File: src/rtl/gtb_seq_decoder.sv
// Bit-serial Gray-to-binary decoder, MSB first, one bit per clock, valid/ready on both sides.
// Optional step checker enabled by defining GTB_STEP_CHECK_EN.
module gtb_seq_decoder #(
   parameter int W = 4
) (
   input  logic         clk,
   input  logic         rst,
   input  logic         in_valid,
   output logic         in_ready,
   input  logic [W-1:0] in_gray,
   output logic         out_valid,
   input  logic         out_ready,
   output logic [W-1:0] out_bin,
   output logic         step_err,
   output logic [1:0]   o_state
);

   // Handshake: a word moves on a rising edge where valid && ready are both high;
   // valid never depends combinationally on ready, and a held word stays stable until taken.

   typedef enum logic [1:0] {
      ST_IDLE  = 2'd0,
      ST_SHIFT = 2'd1,
      ST_HOLD  = 2'd2
   } state_t;

   localparam int CW = (W > 2) ? $clog2(W - 1) : 1;

   state_t          r_state;
   state_t          w_state_nxt;
   logic [W-1:0]    r_greg;
   logic [W-1:0]    r_bin;
   logic [W-1:0]    w_bin_shift;
   logic [CW-1:0]   r_cnt;
   logic            w_accept;
   logic            w_release;

   assign w_accept  = in_valid & in_ready;
   assign w_release = (r_state == ST_HOLD) & out_ready;
   assign out_bin   = r_bin;
   assign o_state   = r_state;

   always_ff @(posedge clk) begin
      if (rst) r_state <= ST_IDLE;
      else     r_state <= w_state_nxt;
   end

   always_comb begin
      w_state_nxt = r_state;
      in_ready    = 1'b0;
      out_valid   = 1'b0;
      case (r_state)
         ST_IDLE: begin
            in_ready = 1'b1;
            if (in_valid) w_state_nxt = ST_SHIFT;
         end
         ST_SHIFT: begin
            if (r_cnt == '0) w_state_nxt = ST_HOLD;
         end
         ST_HOLD: begin
            out_valid = 1'b1;
            if (out_ready) w_state_nxt = ST_IDLE;
         end
         default: w_state_nxt = ST_IDLE;
      endcase
   end

   // Resolve the bit selected by r_cnt from its already-decoded upper neighbour.
   always_comb begin
      w_bin_shift        = r_bin;
      w_bin_shift[W-1]   = r_greg[W-1];
      for (int i = 0; i < W - 1; i++) begin
         if (CW'(i) == r_cnt) w_bin_shift[i] = r_bin[i+1] ^ r_greg[i];
      end
   end

   always_ff @(posedge clk) begin
      if (rst) begin
         r_greg <= '0;
         r_bin  <= '0;
         r_cnt  <= '0;
      end else if (w_accept) begin
         r_greg <= in_gray;
         r_bin  <= {in_gray[W-1], {(W-1){1'b0}}};
         r_cnt  <= CW'(W - 2);
      end else if (r_state == ST_SHIFT) begin
         r_bin <= w_bin_shift;
         if (r_cnt != '0) r_cnt <= r_cnt - 1'b1;
      end
   end

`ifdef GTB_STEP_CHECK_EN
   localparam int PW = $clog2(W + 1);

   logic [W-1:0]  r_prev;
   logic          r_prev_vld;
   logic          r_step_err;
   logic [PW-1:0] w_pop;

   always_comb begin
      w_pop = '0;
      for (int i = 0; i < W; i++) begin
         w_pop = w_pop + PW'(in_gray[i] ^ r_prev[i]);
      end
   end

   // prev tracks the last word delivered downstream, not merely accepted.
   always_ff @(posedge clk) begin
      if (rst) begin
         r_prev     <= '0;
         r_prev_vld <= 1'b0;
         r_step_err <= 1'b0;
      end else begin
         if (w_release) begin
            r_prev     <= r_greg;
            r_prev_vld <= 1'b1;
         end
         if (w_accept) r_step_err <= r_prev_vld && (w_pop > PW'(1));
      end
   end

   assign step_err = r_step_err;
`else
   assign step_err = 1'b0;
`endif

endmodule
File: config.mk
export PLATFORM = sky130hd
export DESIGN_NAME = gtb_seq_decoder
export DESIGN_NICKNAME = d
export VERILOG_FILES = /design/src/rtl/gtb_seq_decoder.sv
export SDC_FILE = /design/constraint.sdc
export NUM_CORES = 1
export LEC_CHECK = 0
export BUFFER_PORTS_ARGS = -buffer_cell sky130_fd_sc_hd__buf_2
export CORE_AREA = 8 8 45 47
export DETAILED_ROUTE_END_ITERATION = 8
export DIE_AREA = 0 0 53 55
export PLACE_DENSITY = 0.69
export SYNTH_ARGS = -nofsm -noshare
export SYNTH_HDL_FRONTEND = slang
export SYNTH_SLANG_ARGS = --single-unit
File: constraint.sdc
create_clock -name clk -period 2.2 [get_ports clk]
set_input_delay 0.44 -clock clk [delete_from_list [all_inputs] [get_ports clk]]
set_output_delay 0.44 -clock clk [all_outputs]
set_load 0.01 [all_outputs]
==> reports/results.txt <==
Crit-path max cell delay - 560 ps
Worst r2r src - o_state[1]$_SDFFE_PP0P_
Placed instance area - 644.4 µm²
Worst EP arrival - 1200 ps
Post-synth top area cell - dfxtp_1
Net Count, Synth - 66
Hold Buf Count CTS - 0
Die area - 2915 µm²
Synthesized flop and latch total - 12
# Post-CTS Setup Buffers - 0
Top-area cell type share of the netlist area - 41.20%
Post-synth EDFFs - 0
Cells on worst reg2reg path - 3
Layout cells sized above 1 - 34.72%
Avg Inst Size Synth - 10.05 µm²
Slew Viols, Final - 0
Reg clk slew, reported paths - 70 ps
DR vias/cell - 4.795
Lkg Pwr - 0.2820 nW
Initial antenna violation count - 0
Clk root buf - clkbuf_4
Syn Std Cell Area - 583.1 µm²
Slowest stage cell, crit path - dfxtp_1
Placed cell count - 85
Maxcap violations - 0
Uppermost routed layer - met4
First-pass iteration count of the detailed router - 3
Post-Synthesis Cells - 58
Final net count - 82
Hold Startpoint - in_gray[2]
Reg2reg end - out_bin[1]$_SDFFE_PP0P_
Routed wl met2 - 536 µm
Yosys Warn Count - 0
Synth area leaders - dfxtp_1, nor2_1, mux2i_1
Synth unique cells - 25
Startpoint types - flop
Die W - 53 µm
Metal1 wirelength - 444 µm
# setup viols final - 0
Final instance area - 666.9 µm²
Hold depth - 3
Layout Cells excl Fill - 88
Die H - 55 µm
Ys async rst share - 0%
R2r setup slk - 910 ps
Vias in the first global route - 442
Worst Hold Class - input pin to flop
Layout area overhead - 14.38%
IR drop worst, VDD - 0.2602 mV
Final Hold Fails - 0
GRT Total Usage - 8.384%
Outcome - finished, final reports clean
Largest net degree at the start of global routing - 13
Crit path time final - 1638 ps
Post-synth top flop - dfxtp_1
Final Cycle Share - 74.46%
CORE AREA - 1384 µm²
Met3 WL - 83 µm
Setup tns final - 0 ps
Critical Path RT - 1760 ps
Final Skew - 1.391 ps
Detail Route Antenna Nets - 0
CTS tree - yes
Number of port buffers - 15
Gates resized, CTS repair - 0
Clk_lat worst skew - 260 ps
CTS buffer count - 3
DRT iter0 DRCs - 4
H-tree depth - 1
Vias - 422
PwrDens - 719.3 nW/µm²
Worst Hold End - r_greg[2]$_SDFFE_PP0P_
Max FO, Critical Path - 10
Final WL - 1081 µm
WL/cell - 12.28 µm
Clock Path Buffers - 2
RSZ-0062 raised after global routing - false
Max Clk Rate - 610.5 MHz
First-pass GRT wire length - 1807 µm
Nature of the critical path endpoint - primary output
Part of the Yosys area used for sequential elements - 41.20%
ANT cells - 0
IO Pins - 17
Worst path cell trace - nor2b_1 -> buf_2
Starting Density - 42.13%
Rows - 14
HPWL Detailed - 842.5 µm
Critical path type - flop to primary output
Sink Count - 12
GP Congestion - 0.7021
Congestion Overflow GR - 0
DRC viols - 0
placed cells by master (no fill, tap or decap):
master / netlist / routed
a211oi_2: 2 / 2
nand2b_1: 1 / 1
or3b_1: 1 / 1
and4bb_1: 1 / 1
nor4b_4: 1 / 1
dfxtp_1: 12 / 12
and4bb_2: 1 / 1
xnor2_1: 3 / 3
buf_2: 0 / 15
conb_1: 1 / 1
nor2b_1: 1 / 1
inv_1: 2 / 2
nor3b_4: 1 / 1
nor2_1: 11 / 11
nor3b_1: 2 / 2
a21oi_1: 4 / 4
or2_2: 1 / 1
mux2i_1: 4 / 4
or2b_1: 1 / 1
o21ba_2: 1 / 1
o21ai_0: 1 / 1
a211oi_1: 1 / 1
nor3_1: 1 / 1
clkbuf_4: 0 / 3
kinds of logic (layout without fill, tap and decap cells):
kind of cell | count (synthesis) | after routing | synth area share [%]
AO/OA/AOI/OAI | 9 | 9 | 11.59
other | 1 | 1 | 0.6432
multiplexers | 4 | 4 | 6.867
flip-flops | 12 | 12 | 41.20
XOR/XNOR | 3 | 3 | 4.507
AND/OR/NAND/NOR | 23 | 23 | 28.11
buffers and inverters | 6 | 20 | 7.082
through the flow:
step | setup WS [ps] | utilization [%] | total power [mW] | hold slack [ps]
final | 562.0 | 48.19 | 0.4797 | 412.2
after global routing | 390.9 | 48.19 | 0.5127 | 432.7
after CTS | 536.4 | 48.19 | 0.4900 | 412.4
after detailed placement | 836.4 | 46.56 | 0.3593 | 481.3
after global placement | 870.8 | 46.56 | 0.3582 | 473.6
after floorplan | 992.5 | - | 0.3380 | 454.5
critical path: cells and delay by family (launching register included):
kind / cells / cell delay, ps
DFF: 1 / 560
and+or+nand+nor: 1 / 220
buffers and inverters: 1 / 150
state kept, by name (all words and copies together) (netlist names):
signal	flops
r_greg	4
r_cnt	2
out_bin	4
o_state	2
synthesized netlist by cell type, types with 2 or more instances:
master,instances
a211oi_2,2
a21oi_1,4
buf_6,2
dfxtp_1,12
inv_1,2
mux2i_1,4
nor2_1,11
nor3b_1,2
xnor2_1,3
layer usage:
layer	vias to the layer above	GRT usage (%)
met4	0	5.172
li1	223	-
met5	-	0
met3	2	3.209
met2	9	14.65
met1	188	8.270
cell type report:
class / instances / area, µm²
flip-flops and latches: 12 / 240.2
well taps: 16 / 20.02
multi-input cells: 40 / 301.5
clock buffers: 3 / 22.52
fillers: 144 / 716.9
inverters: 2 / 7.507
repair buffers: 15 / 75.07
report_power, final:
| part | leakage, nW | total [mW] | switching [mW] | internal [mW] |
|---|---|---|---|---|
| Combinational | 0.170 | 0.0955 | 0.0438 | 0.0517 |
| Clock | 0.0138 | 0.127 | 0.0640 | 0.0632 |
| Sequential | 0.0984 | 0.257 | 0.0229 | 0.234 |
worst max path at each step:
stage / from / end / slack, ps / cells after the start
2_1_floorplan: o_state[1]$_SDFFE_PP0P_ / out_valid / 990 / 2
3_3_place_gp: o_state[1]$_SDFFE_PP0P_ / out_valid / 870 / 2
3_5_place_dp: o_state[1]$_SDFFE_PP0P_ / out_valid / 840 / 2
4_1_cts: o_state[1]$_SDFFE_PP0P_ / out_valid / 540 / 2
5_1_grt: o_state[1]$_SDFFE_PP0P_ / out_valid / 390 / 2
6_report: o_state[1]$_SDFFE_PP0P_ / out_valid / 560 / 2
No activity file was read; power rests on OpenSTA's default activity.
